## config.mk

```make
export PLATFORM = sky130hd
export DESIGN_NAME = uart_time_tx
export DESIGN_NICKNAME = d
export VERILOG_FILES = /design/src/rtl/clock_pkg.sv /design/src/rtl/bin2ascii2.sv /design/src/rtl/uart_time_tx.sv
export SDC_FILE = /design/constraint.sdc
export NUM_CORES = 1
export LEC_CHECK = 0
export CAP_MARGIN = 5
export CORE_UTILIZATION = 58
export DETAILED_ROUTE_END_ITERATION = 10
export DONT_BUFFER_PORTS = 1
export GPL_TIMING_DRIVEN = 0
export PLACE_DENSITY = 0.82
export SETUP_SLACK_MARGIN = 0.02
export SKIP_CTS_REPAIR_TIMING = 1
export SKIP_LAST_GASP = 1
export SYNTH_ARGS = -nofsm -noshare
export SYNTH_HDL_FRONTEND = slang
export SYNTH_SLANG_ARGS = --single-unit
```

## constraint.sdc

```tcl
create_clock -name clk -period 1.9 [get_ports clk]
set_input_delay 0.38 -clock clk [delete_from_list [all_inputs] [get_ports clk]]
set_output_delay 0.38 -clock clk [all_outputs]
set_load 0.02 [all_outputs]
```

## src/rtl/clock_pkg.sv

```systemverilog
// Shared constants for the clock block: ASCII codes, UART transmitter FSM states, frame lengths.
package clock_pkg;

    localparam logic [7:0] CH_ZERO  = 8'h30;
    localparam logic [7:0] CH_COLON = 8'h3A;
    localparam logic [7:0] CH_CR    = 8'h0D;
    localparam logic [7:0] CH_LF    = 8'h0A;
    localparam logic [7:0] CH_UNK   = 8'h3F;

    localparam int FRAME_LEN_HM  = 7;
    localparam int FRAME_LEN_HMS = 10;

    typedef enum logic [2:0] {
        IDLE  = 3'd0,
        LOAD  = 3'd1,
        START = 3'd2,
        DATA  = 3'd3,
        STOP  = 3'd4
    } txState_t;

    typedef struct packed {
        logic [7:0] tens;
        logic [7:0] ones;
    } asciiPair_t;

endpackage

```

## src/rtl/bin2ascii2.sv

```systemverilog
// Two-digit binary-to-ASCII converter; values above 99 become "??" rather than wrapping.
module bin2ascii2
    import clock_pkg::*;
(
    input  logic [7:0] bin,
    output asciiPair_t digits
);

    logic [7:0] tensVal;
    logic [7:0] onesVal;

    always_comb begin
        tensVal     = bin / 8'd10;
        onesVal     = bin % 8'd10;
        digits.tens = CH_UNK;
        digits.ones = CH_UNK;
        if (bin <= 8'd99) begin
            digits.tens = CH_ZERO + tensVal;
            digits.ones = CH_ZERO + onesVal;
        end
    end

endmodule

```

## src/rtl/uart_time_tx.sv

```systemverilog
// 8N1 UART reporting the clock time as "HH:MM\r\n" on a one-cycle send request.
// Define TX_SECONDS_EN to extend the frame to "HH:MM:SS\r\n".
module uart_time_tx
    import clock_pkg::*;
#(
    parameter int CLKS_PER_BIT = 868
) (
    input  logic       clk,
    input  logic       rst_btn,
    input  logic       send,
    input  logic [7:0] hour,
    input  logic [7:0] min,
    input  logic [7:0] sec,
    output logic       tx,
    output logic       busy,
    output logic       drop
);

`ifdef TX_SECONDS_EN
    localparam int FRAME_LEN = FRAME_LEN_HMS;
`else
    localparam int FRAME_LEN = FRAME_LEN_HM;
`endif
    localparam int IDX_W  = $clog2(FRAME_LEN);
    localparam int BAUD_W = $clog2(CLKS_PER_BIT);
    localparam logic [IDX_W-1:0]  LAST_IDX  = IDX_W'(FRAME_LEN - 1);
    localparam logic [BAUD_W-1:0] BAUD_LAST = BAUD_W'(CLKS_PER_BIT - 1);

    txState_t          state;
    txState_t          nextState;
    logic [BAUD_W-1:0] baudCnt;
    logic [2:0]        bitCnt;
    logic [IDX_W-1:0]  byteIdx;
    logic [7:0]        shiftReg;
    logic [7:0]        hourSnap;
    logic [7:0]        minSnap;
    logic [7:0]        frameByte;
    logic              bitEnd;
    logic              bitTiming;
    asciiPair_t        hourAsc;
    asciiPair_t        minAsc;

    assign bitTiming = (state == START) || (state == DATA) || (state == STOP);
    assign bitEnd    = bitTiming && (baudCnt == BAUD_LAST);

    bin2ascii2 uHourAsc (.bin(hourSnap), .digits(hourAsc));
    bin2ascii2 uMinAsc  (.bin(minSnap),  .digits(minAsc));

`ifdef TX_SECONDS_EN
    logic [7:0] secSnap;
    asciiPair_t secAsc;

    bin2ascii2 uSecAsc (.bin(secSnap), .digits(secAsc));

    always_ff @(posedge clk or negedge rst_btn) begin
        if (!rst_btn)
            secSnap <= '0;
        else if (state == IDLE && send)
            secSnap <= sec;
    end
`else
    logic unusedSec;
    assign unusedSec = ^sec;
`endif

    always_comb begin
        frameByte = CH_LF;
        case (byteIdx)
            IDX_W'(0): frameByte = hourAsc.tens;
            IDX_W'(1): frameByte = hourAsc.ones;
            IDX_W'(2): frameByte = CH_COLON;
            IDX_W'(3): frameByte = minAsc.tens;
            IDX_W'(4): frameByte = minAsc.ones;
`ifdef TX_SECONDS_EN
            IDX_W'(5): frameByte = CH_COLON;
            IDX_W'(6): frameByte = secAsc.tens;
            IDX_W'(7): frameByte = secAsc.ones;
            IDX_W'(8): frameByte = CH_CR;
`else
            IDX_W'(5): frameByte = CH_CR;
`endif
            default:   frameByte = CH_LF;
        endcase
    end

    always_ff @(posedge clk or negedge rst_btn) begin
        if (!rst_btn)
            state <= IDLE;
        else
            state <= nextState;
    end

    always_comb begin
        nextState = state;
        case (state)
            IDLE:    if (send) nextState = LOAD;
            LOAD:    nextState = START;
            START:   if (bitEnd) nextState = DATA;
            DATA:    if (bitEnd && bitCnt == 3'd7) nextState = STOP;
            STOP:    if (bitEnd) nextState = (byteIdx == LAST_IDX) ? IDLE : LOAD;
            default: nextState = IDLE;
        endcase
    end

    always_comb begin
        tx   = 1'b1;
        busy = (state != IDLE);
        drop = send && busy;
        case (state)
            START:   tx = 1'b0;
            DATA:    tx = shiftReg[0];
            default: tx = 1'b1;
        endcase
    end

    // The baud counter restarts on every bit boundary, so each bit is exactly CLKS_PER_BIT long.
    always_ff @(posedge clk or negedge rst_btn) begin
        if (!rst_btn) begin
            baudCnt  <= '0;
            bitCnt   <= '0;
            byteIdx  <= '0;
            shiftReg <= '0;
            hourSnap <= '0;
            minSnap  <= '0;
        end else begin
            baudCnt <= (bitTiming && !bitEnd) ? baudCnt + 1'b1 : '0;
            case (state)
                IDLE: begin
                    if (send) begin
                        hourSnap <= hour;
                        minSnap  <= min;
                        byteIdx  <= '0;
                    end
                end
                LOAD: begin
                    shiftReg <= frameByte;
                    bitCnt   <= '0;
                end
                DATA: begin
                    if (bitEnd) begin
                        shiftReg <= {1'b0, shiftReg[7:1]};
                        bitCnt   <= bitCnt + 1'b1;
                    end
                end
                STOP: begin
                    if (bitEnd && byteIdx != LAST_IDX)
                        byteIdx <= byteIdx + 1'b1;
                end
                default: ;
            endcase
        end
    end

endmodule

```

==> impl_summary.log, run 1 <==
[metrics] length of the first detailed-routing pass in iterations: 8
[metrics] TritonCTS sink count: 43
[metrics] worst hold slack after final layout: ~170 ps
[metrics] final setup violating endpoints: 6
[metrics] area of the mapped netlist: 3440 µm²
[metrics] run status: complete, but fails checks
[metrics] normalized max-slew margin: 0.668
[metrics] capture instance of the worst register-to-register path: shiftReg[3]$_DFFE_PN0P_
[metrics] Comb power frac: 0.572
[metrics] half-perimeter wire length after detailed placement: between 5000 and 6000 µm
[metrics] combinational family with the most area after synthesis: simple AND/OR/NAND/NOR gates
[metrics] Congestion Overflow GR: 0
[metrics] r2r startpoint: minSnap[3]$_DFFE_PN0P_
[metrics] clock latency of the later-clocked register in the worst-skew pair: 310 ps
[metrics] share of synthesized area occupied by flip-flops and latches: 0.313
[metrics] instance area at placement: 3580 µm²
[metrics] post-synthesis cell count: 429
[metrics] number of nets in the final layout: roughly 490
[metrics] post-route cell area: around 3900 µm²
[metrics] simple logic cell fraction of the synthesized area: 0.264
[metrics] iteration-0 DRC count of the detailed router: 241
[metrics] Max Slew Vio Count: 0
[metrics] number of global-route vias before repair: about 2900
[metrics] buffer levels on the longest clock path: 2
[metrics] final estimated routing congestion in global placement: between 0.9 and 1
[metrics] slew at the pin with the worst max-slew slack: 485 ps
[metrics] wire length of the first global-routing pass: ~14000 µm
[metrics] critical path class: register to register
[metrics] fraction of synthesized area in multiplexers: 0.0204
[metrics] clock tree skew after final layout: about 7.5 ps
[metrics] cell row count: 27
[metrics] area of the core: 5610 µm²
[metrics] DRC Markers: 0
[metrics] sw power: 2.02 mW
[metrics] Worst Reg2Reg Path Length in Cells: 9
[metrics] reg-to-reg setup timing slack: -260 ps
[metrics] die boundary height: about 79 µm
[metrics] initial core utilization: 0.614
[metrics] Max rail drop VDD: 0.682 mV
[metrics] crit path capture type: register
[metrics] H-tree depth reported by CTS: 2
[metrics] number of vias in the routed layout: 3320
[metrics] die outline width: 79.0 µm
[metrics] critical path data required time: 2100 ps
[metrics] Pwr per Cell Area: 1150 nW/µm²
[metrics] pre-CTS setup slack: -269 ps
[metrics] Port Buffer Count: 0
[metrics] cell chosen for the clock root: clkbuf_8
[metrics] asr flop ratio synth: 1.00
[metrics] Clock power frac: 0.138
[metrics] critical path startpoint: minSnap[3]$_DFFE_PN0P_
[metrics] Post-synth EDFFs: 0
[metrics] fraction of layout cells with a size suffix above 1: 0.192
[metrics] area of the die: 6250 µm²
[metrics] synth-to-layout area growth: 14.5%
[metrics] Post-Synth XOR/XNOR Area: 0.0429
[metrics] category of the worst setup path launch point: register
[metrics] achievable frequency: 463 MHz
[metrics] non-filler instance count after layout: 524
[metrics] remaining number of nets flagged by the antenna check after routing: 0
[metrics] final wirelength: 8730 µm
[metrics] failing checks: setup timing
[metrics] peak fanout along the critical path: 10
[metrics] total power after layout: 4.52 mW
[metrics] post-CTS clock slew at the launch and capture registers of the worst setup and hold paths: 90 ps
[metrics] capturing element of the worst setup path: shiftReg[3]$_DFFE_PN0P_
[metrics] data arrival at the endpoint of the critical path: 2360 ps
[metrics] initial antenna violation count: 0
[metrics] post-synthesis compound-gate area fraction: 0.255
[metrics] switching share of power: 0.446
[metrics] Avg Inst Size Synth: 8.02 µm²
[metrics] final routed wire length divided by cell count: 16.7 µm
[metrics] Static Leakage: around 1.7 nW
[metrics] number of top-level design ports: 30
[metrics] leading register cell type out of synthesis: dfrtp_1
[metrics] Finished Core Util: 0.703
[metrics] max_cap viols: 0
[metrics] PnR worst setup slack: -260 ps
[metrics] RSZ-0062 raised after global routing: true
[metrics] adder and majority gate portion of the synthesized area: 0.0364
[metrics] CTS tree: done
[metrics] total negative slack: -824 ps
[metrics] Synth warnings: 0
[metrics] number of CTS-inserted buffers: 5
[metrics] register bit count reported by yosys: 43
[metrics] final worst-path cycle share: 1.14
[metrics] internal power consumption: 2.50 mW
[metrics] Hold Violations, Final: 0
[metrics] class of the tightest hold or removal check: input port to register
[metrics] number of cells after detailed placement: 504
[metrics] GRT Util Overall: 0.282
[metrics] largest net degree at the start of global routing: 44
[metrics] antenna diode count: 0
[metrics] post-detailed-route via-to-cell ratio: 6.34
[metrics] sequential share of power: 0.290
[metrics] number of unique standard cell types used by synthesis: 75
[metrics] post-route minimum period: 2160 ps
-- layer usage --
layer | track usage | share of wire | vias to the layer above
li1 | - | - | 1578
met1 | 0.409 | 0.44 | 1574
met2 | 0.432 | 0.47 | 150
met3 | 0.0494 | 0.079 | 18
met4 | 0.0800 | 0.018 | 0
met5 | 0 | 0 | -
-- cell type report --
type                    instances  area (µm²)
fillers                       452        1670
repair buffers                 14         131
multi-input cells             343        2300
inverters                      14        52.6
clock inverters                 3        23.8
plain buffers                  30         199
clock buffers                   5        68.8
flip-flops and latches         43        1080
well taps                      72        90.1
-- placed cells by master (no fill, tap or decap), types with 8 or more instances in the layout --
| master | netlist | final |
|---|---|---|
| buf_4 | 1 | 12 |
| buf_2 | 16 | 12 |
| buf_6 | 5 | 8 |
| o21ai_0 | 31 | 28 |
| nand2_1 | 72 | 71 |
| nor3_1 | 11 | 10 |
| a21oi_1 | 15 | 14 |
| nand3_1 | 14 | 14 |
| nor2_1 | 34 | 33 |
| dfrtp_1 | 43 | 42 |
| o21a_1 | 8 | 8 |
| xnor2_1 | 8 | 8 |
| inv_1 | 11 | 11 |
-- power groups by stage --
stage | clock network [mW] | registers (mW) | logic, mW
floorplan | 0 | 1.28 | 1.85
detailed placement | 0 | 1.32 | 2.24
CTS | 0.626 | 1.31 | 2.25
finish | 0.624 | 1.31 | 2.58
global route | 0.659 | 1.35 | 2.82
global placement | 0 | 1.31 | 2.18
-- cells by family (layout without fill, tap and decap cells) --
group	Yosys count	after routing
adders and majority gates	10	10
and+or+nand+nor	184	184
muxes	7	7
DFF	43	43
AOI/OAI and AO/OA	122	122
other	1	4
buffers and inverters	46	66
xor gates and xnor gates	16	16
-- cell usage after synthesis, drive strengths merged (9+ instances only) --
library cell	number	area, µm²
nand2	72	270
dfrtp	43	1080
nor2	34	128
o21ai	34	170
buf	23	148
a21oi	15	75.1
nand3	14	70.1
inv	13	48.8
nor3	13	75.1
ha	10	125
a31oi	9	77.6
clkbuf	9	33.8
-- worst max-delay path: stages, from the launching register on --
cell and delay [ps]:
dfrtp_1 370, buf_2 170, buf_2 200, o21ai_0 190, a21oi_1 100, o21ai_1 210
o211ai_2 170, mux2i_1 210, a21oi_1 90, a311o_1 330
-- worst min-delay path by stage --
stage | from | depth (start not counted) | endpoint | slack (ps)
floorplan | rst_btn | 0 | baudCnt[0]$_DFF_PN0_ | 80
global placement | rst_btn | 0 | state[1]$_DFFE_PN0P_ | 90
detailed placement | rst_btn | 0 | bitCnt[0]$_DFFE_PN0P_ | 90
CTS | rst_btn | 0 | bitCnt[2]$_DFFE_PN0P_ | -250
global route | min[3] | 2 | minSnap[3]$_DFFE_PN0P_ | 180
finish | min[3] | 2 | minSnap[3]$_DFFE_PN0P_ | 170
-- registers in the layout, summed over array words and instances (netlist names) --
| register | count |
|---|---|
| baudCnt | 10 |
| hourSnap | 8 |
| minSnap | 8 |
| shiftReg | 8 |
| bitCnt | 3 |
| byteIdx | 3 |
| state | 3 |
(Power assumes the default switching activity.)
==> run 2, diff against run 1 <==
CORE_UTILIZATION = 50   (was 58)
PLACE_DENSITY = 0.74   (was 0.82)
==> impl_summary.log, run 2 (synthesized netlist as in run 1, its figures left out) <==
[metrics] cell row count: 29 (was 27)
[metrics] clock latency of the later-clocked register in the worst-skew pair: 310 ps (about the same)
[metrics] run status: complete, but fails checks (unchanged)
[metrics] GRT Util Overall: 0.227 (was 0.282)
[metrics] Worst Reg2Reg Path Length in Cells: 9 (unchanged)
[metrics] slowest stage delay, CP: 390 ps (was 370 ps)
[metrics] wire length of the first global-routing pass: 13400 µm (was 13800 µm)
[metrics] final worst-path cycle share: 1.09 (was 1.14)
[metrics] flip-flop count of the largest register after layout: 10 (unchanged)
[metrics] buffer levels on the longest clock path: 2 (unchanged)
[metrics] final routed wire length divided by cell count: 15.8 µm (was 16.7 µm)
[metrics] data arrival at the endpoint of the critical path: 2260 ps (was 2360 ps)
[metrics] Slowest cell on crit path: or3_4 (was dfrtp_1)
[metrics] area of the core: 6490 µm² (was 5610 µm²)
[metrics] r2r startpoint: hourSnap[3]$_DFFE_PN0P_ (was minSnap[3]$_DFFE_PN0P_)
[metrics] Max Slew Vio Count: 0 (unchanged)
[metrics] post-detailed-route via-to-cell ratio: 6.14 (was 6.34)
[metrics] total negative slack: -564 ps (was -824 ps)
[metrics] storage element area: 1080 µm² (unchanged)
[metrics] final setup violating endpoints: 5 (was 6)
[metrics] Static Leakage: 1.69 nW (was 1.65 nW)
[metrics] global route hottest layer: met2 (unchanged)
[metrics] fraction of layout cells with a size suffix above 1: 0.217 (was 0.192)
[metrics] number of global-route vias before repair: 2940 (was 2869)
[metrics] fill cell count: 549 (was 452)
[metrics] class of the tightest hold or removal check: input port to register (unchanged)
[metrics] max_cap viols: 0 (unchanged)
[metrics] met3 usage in global routing: 0.0360 (was 0.0494)
[metrics] hold-critical path depth: 2 (unchanged)
[metrics] final wirelength: 8410 µm (was 8730 µm)
[metrics] Port Buffer Count: 0 (unchanged)
[metrics] final estimated routing congestion in global placement: 0.933 (was 0.922)
[metrics] largest register by flop count: baudCnt (unchanged)
[metrics] DRC Markers: 0 (unchanged)
[metrics] synth-to-layout area growth: 17.7% (was 14.5%)
[metrics] number of nets in the final layout: 493 (was 488)
[metrics] clock tree skew after final layout: 11.9 ps (was 7.54 ps)
[metrics] PnR worst setup slack: -172 ps (was -260 ps)
[metrics] normalized max-slew margin: 0.656 (was 0.668)
[metrics] number of CTS-inserted buffers: 5 (unchanged)
[metrics] commonest non-fill, non-tap cell in the layout: nand2_1 (unchanged)
[metrics] half-perimeter wire length after detailed placement: 5820 µm (was 5790 µm)
[metrics] remaining number of nets flagged by the antenna check after routing: 0 (unchanged)
[metrics] Pwr per Cell Area: 1160 nW/µm² (was 1150 nW/µm²)
[metrics] series of cell instances along the critical path: buf_6, buf_6, or3_4, o211ai_1, o41ai_1, o21ai_0, a21oi_1, a31oi_1, a31oi_1 (was buf_2, buf_2, o21ai_0, a21oi_1, o21ai_1, o211ai_2, mux2i_1, a21oi_1, a311o_1)
[metrics] post-CTS clock slew at the launch and capture registers of the worst setup and hold paths: 90 ps (about the same)
[metrics] commonest cells after routing, fill and taps aside: nand2_1 (70), dfrtp_1 (42), nor2_1 (34) (was nand2_1 (71), dfrtp_1 (42), nor2_1 (33))
[metrics] initial core utilization: 0.530 (was 0.614)
[metrics] category of the worst setup path launch point: register (unchanged)
[metrics] critical path class: register to register (unchanged)
[metrics] total power after layout: 4.71 mW (was 4.52 mW)
[metrics] Buffers & Inverters on Critical Path: 2 (unchanged)
[metrics] pre-CTS setup slack: -370 ps (was -269 ps)
[metrics] global-route met1 utilization: 0.306 (was 0.409)
[metrics] Congestion Overflow GR: 0 (unchanged)
[metrics] largest net degree at the start of global routing: 44 (unchanged)
[metrics] Max rail drop VDD: 0.737 mV (was 0.682 mV)
[metrics] die boundary height: 85.0 µm (was 79.0 µm)
[metrics] slew at the pin with the worst max-slew slack: 516 ps (was 485 ps)
[metrics] Hold Violations, Final: 0 (unchanged)
[metrics] CP top delay family: compound AO/OA/AOI/OAI gates (unchanged)
[metrics] CTS tree: done (unchanged)
[metrics] iteration-0 DRC count of the detailed router: 181 (was 241)
[metrics] area of the die: 7220 µm² (was 6250 µm²)
[metrics] peak fanout along the critical path: 10 (unchanged)
[metrics] worst hold slack after final layout: 177 ps (was 175 ps)
[metrics] number of vias in the routed layout: 3280 (was 3320)
[metrics] TritonCTS sink count: 43 (unchanged)
[metrics] critical path data required time: 2090 ps (was 2100 ps)
[metrics] critical path startpoint: hourSnap[3]$_DFFE_PN0P_ (was minSnap[3]$_DFFE_PN0P_)
[metrics] total area of multi-input combinational cells: 2340 µm² (was 2300 µm²)
[metrics] length of the first detailed-routing pass in iterations: 7 (was 8)
[metrics] number of stages on the worst setup path: 9 (unchanged)
[metrics] achievable frequency: 483 MHz (was 463 MHz)
[metrics] number of top-level design ports: 30 (unchanged)
[metrics] cell chosen for the clock root: clkbuf_8 (unchanged)
[metrics] crit path capture type: register (unchanged)
[metrics] RSZ-0062 raised after global routing: true (unchanged)
[metrics] global routing usage on met2: 0.381 (was 0.432)
[metrics] antenna diode count: 0 (unchanged)
[metrics] post-route minimum period: 2070 ps (was 2160 ps)
[metrics] failing checks: setup timing (unchanged)
[metrics] initial antenna violation count: 0 (unchanged)
[metrics] hold wc startpoint: min[0] (was min[3])
[metrics] H-tree depth reported by CTS: 2 (unchanged)
[metrics] die outline width: 85.0 µm (was 79.0 µm)
run 2: cell count changes in the layout (fill, tap and decap cells not counted), sizes merged:
cell	previous run	this run
inv	14	13
clkinvlp	2	0
clkbuf	15	14
buf	33	39
bufinv	0	1
clkinv	1	3
run 2: cell type report:
class	count	area share
inverter	14	0.0130
clock inverter	3	0.0108
tap	77	0.0238
buffer	30	0.0507
sequential	43	0.266
timing repair buffer	19	0.0417
clock buffer	5	0.0170
multi-input combinational	343	0.577
run 2: metrics by stage:
step	utilization	instance area, µm²	std cells
after floorplan	-	3490	432
after global routing	0.624	4050	534
final	0.624	4050	534
after CTS	0.570	3700	517
after global placement	0.553	3590	509
after detailed placement	0.553	3590	509
run 2: worst paths after layout:
path	end	slack (ps)
worst min-delay path	minSnap[0]$_DFFE_PN0P_	180
worst max register to register	shiftReg[1]$_DFFE_PN0P_	-170
worst max-delay path	shiftReg[1]$_DFFE_PN0P_	-170
max in group asynchronous	hourSnap[0]$_DFFE_PN0P_	1130
worst min register to register	hourSnap[0]$_DFFE_PN0P_	490
min in group asynchronous	state[1]$_DFFE_PN0P_	560
run 2: worst reg2reg max path: cells and delay by family, from the launching register on:
| family | cells | cell delay (ps) |
|---|---|---|
| buffers and inverters | 2 | 280 |
| AO/OA/AOI/OAI | 6 | 890 |
| flip-flops | 1 | 380 |
| AND/OR/NAND/NOR | 1 | 390 |
run 2: per-layer routing:
metal / wire [µm] / part of all wire
met1: 3870 / 0.46
met2: 4020 / 0.48
met3: 454 / 0.054
met4: 70 / 0.0083
met5: 0 / 0
run 2: power breakdown:
part           total [mW]  internal [mW]  leakage (nW)  switching, mW
clock               0.734          0.392        0.0581          0.342
combinational        2.66           1.19          1.10           1.46
sequential           1.32           1.12         0.534          0.207
total                4.71           2.70          1.69           2.01
==> run 3, diff against run 2 <==
CORE_MARGIN = 2   (was default)
CTS_CLUSTER_DIAMETER = 80   (was default)
==> impl_summary.log, run 3 (synthesized netlist as in run 1, its figures left out) <==
[metrics] run status: complete, but fails checks (unchanged)
[metrics] failing checks: setup timing (unchanged)
[metrics] antenna diode count: 0 (unchanged)
[metrics] iteration-0 DRC count of the detailed router: 192 (was 181)
[metrics] largest register by flop count: baudCnt (unchanged)
[metrics] data arrival at the endpoint of the critical path: 2320 ps (was 2260 ps)
[metrics] final setup violating endpoints: 15 (was 5)
[metrics] synth-to-layout area growth: 17.6% (was 17.7%)
[metrics] total area of multi-input combinational cells: 2340 µm² (about the same)
[metrics] DRC Markers: 0 (unchanged)
[metrics] Slowest cell on crit path: or3b_4 (was or3_4)
[metrics] critical path class: register to register (unchanged)
[metrics] GRT Util Overall: 0.227 (about the same)
[metrics] pre-CTS setup slack: -324 ps (was -370 ps)
[metrics] clock tree skew after final layout: 3.54 ps (was 11.9 ps)
[metrics] achievable frequency: 472 MHz (was 483 MHz)
[metrics] Max rail drop VDD: 0.714 mV (was 0.737 mV)
[metrics] CP top delay family: compound AO/OA/AOI/OAI gates (unchanged)
[metrics] length of the first detailed-routing pass in iterations: 4 (was 7)
[metrics] fill cell count: 585 (was 549)
[metrics] Pwr per Cell Area: 1170 nW/µm² (was 1160 nW/µm²)
[metrics] largest net degree at the start of global routing: 44 (unchanged)
[metrics] fraction of layout cells with a size suffix above 1: 0.206 (was 0.217)
[metrics] wire length of the first global-routing pass: 13900 µm (was 13400 µm)
[metrics] final estimated routing congestion in global placement: 0.955 (was 0.933)
[metrics] number of vias in the routed layout: 3301 (was 3280)
[metrics] category of the worst setup path launch point: register (unchanged)
[metrics] initial antenna violation count: 0 (unchanged)
[metrics] class of the tightest hold or removal check: input port to register (unchanged)
[metrics] final wirelength: 8600 µm (was 8410 µm)
[metrics] normalized max-slew margin: 0.584 (was 0.656)
[metrics] cell chosen for the clock root: clkbuf_8 (unchanged)
[metrics] commonest cells after routing, fill and taps aside: nand2_1 (71), dfrtp_1 (42), nor2_1 (31) (was nand2_1 (70), dfrtp_1 (42), nor2_1 (34))
[metrics] number of top-level design ports: 30 (unchanged)
[metrics] total power after layout: 4.75 mW (was 4.71 mW)
[metrics] number of global-route vias before repair: 2971 (was 2940)
[metrics] RSZ-0062 raised after global routing: true (unchanged)
[metrics] initial core utilization: 0.512 (was 0.530)
[metrics] Max Slew Vio Count: 0 (unchanged)
[metrics] flip-flop count of the largest register after layout: 10 (unchanged)
[metrics] die boundary height: 87.0 µm (was 85.0 µm)
[metrics] slew at the pin with the worst max-slew slack: 623 ps (was 516 ps)
[metrics] max_cap viols: 0 (unchanged)
[metrics] storage element area: 1080 µm² (unchanged)
[metrics] instance area at placement: 3590 µm² (about the same)
[metrics] area of the die: 7560 µm² (was 7220 µm²)
[metrics] PnR worst setup slack: -218 ps (was -172 ps)
[metrics] series of cell instances along the critical path: buf_6, or3b_4, o31ai_4, a221oi_4, o211ai_2, mux2i_1, a21oi_1, a311o_1 (was buf_6, buf_6, or3_4, o211ai_1, o41ai_1, o21ai_0, a21oi_1, a31oi_1, a31oi_1)
[metrics] final worst-path cycle share: 1.11 (was 1.09)
[metrics] area of the core: 6720 µm² (was 6490 µm²)
[metrics] post-route cell area: 4050 µm² (about the same)
[metrics] buffer levels on the longest clock path: 2 (unchanged)
[metrics] remaining number of nets flagged by the antenna check after routing: 0 (unchanged)
[metrics] TritonCTS sink count: 43 (unchanged)
[metrics] critical path data required time: 2100 ps (was 2090 ps)
[metrics] post-route minimum period: 2120 ps (was 2070 ps)
[metrics] H-tree depth reported by CTS: 2 (unchanged)
[metrics] Static Leakage: 1.68 nW (was 1.69 nW)
[metrics] post-CTS clock slew at the launch and capture registers of the worst setup and hold paths: 90 ps (about the same)
[metrics] number of nets in the final layout: 492 (was 493)
[metrics] Congestion Overflow GR: 0 (unchanged)
[metrics] number of CTS-inserted buffers: 5 (unchanged)
[metrics] Buffers & Inverters on Critical Path: 1 (was 2)
[metrics] commonest non-fill, non-tap cell in the layout: nand2_1 (unchanged)
[metrics] post-detailed-route via-to-cell ratio: 6.16 (was 6.14)
[metrics] CTS tree: done (unchanged)
[metrics] crit path capture type: register (unchanged)
[metrics] clock latency of the later-clocked register in the worst-skew pair: 310 ps (about the same)
[metrics] cell row count: 30 (was 29)
[metrics] final routed wire length divided by cell count: 16.1 µm (was 15.8 µm)
[metrics] Port Buffer Count: 0 (unchanged)
[metrics] peak fanout along the critical path: 8 (was 10)
[metrics] Hold Violations, Final: 0 (unchanged)
[metrics] half-perimeter wire length after detailed placement: 5950 µm (was 5820 µm)
[metrics] slowest stage delay, CP: 420 ps (was 390 ps)
[metrics] die outline width: 87.0 µm (was 85.0 µm)
[run 3: power breakdown]
group | switching (mW) | internal [mW] | leakage (nW)
clock | 0.360 | 0.392 | 0.0581
combinational | 1.47 | 1.19 | 1.09
sequential | 0.218 | 1.12 | 0.534
[run 3: area by class of cell]
class,count,share of cell area
inverters,14,0.0130
well taps,80,0.0247
repair buffers,17,0.0383
clock inverters,3,0.0108
clock buffers,5,0.0170
multi-input cells,343,0.577
plain buffers,31,0.0532
flip-flops and latches,43,0.266
[run 3: worst register-to-register path, cell delays in order, from the launching register on]
cell and delay (ps):
dfrtp_1 390, buf_6 140, or3b_4 420, o31ai_4 90, a221oi_4 110, o211ai_2 220
mux2i_1 260, a21oi_1 110, a311o_1 270
[run 3: worst paths after layout]
path                                               from                       to  slack [ps]  cells after the start
min in group asynchronous                       rst_btn    bitCnt[1]$_DFFE_PN0P_         580                      2
max in group asynchronous                       rst_btn  hourSnap[2]$_DFFE_PN0P_        1100                      2
worst min register to register  hourSnap[0]$_DFFE_PN0P_  hourSnap[0]$_DFFE_PN0P_         490                      2
worst max-delay path             minSnap[2]$_DFFE_PN0P_  shiftReg[3]$_DFFE_PN0P_        -220                      8
worst min-delay path                            hour[3]  hourSnap[3]$_DFFE_PN0P_         170                      2
worst max register to register   minSnap[2]$_DFFE_PN0P_  shiftReg[3]$_DFFE_PN0P_        -220                      8
[run 3: routing by layer]
layer | part of all wire | track usage | wire, µm | up-vias
met5 | 0 | 0 | 0 | -
met4 | 0.015 | 0.0696 | 127 | 0
met2 | 0.48 | 0.379 | 4120 | 101
li1 | - | - | - | 1605
met1 | 0.46 | 0.305 | 3950 | 1579
met3 | 0.046 | 0.0322 | 400 | 16
[run 3: per-stage QoR]
stage,utilization,setup TNS (ps),hold WS (ps),cells
detailed placement,0.535,-3530,85.5,512
global placement,0.535,-1920,85.5,512
global route,0.603,-3360,178,536
finish,0.603,-1010,172,536
floorplan,-,-36.3,84.4,432
CTS,0.552,-4440,-251,520
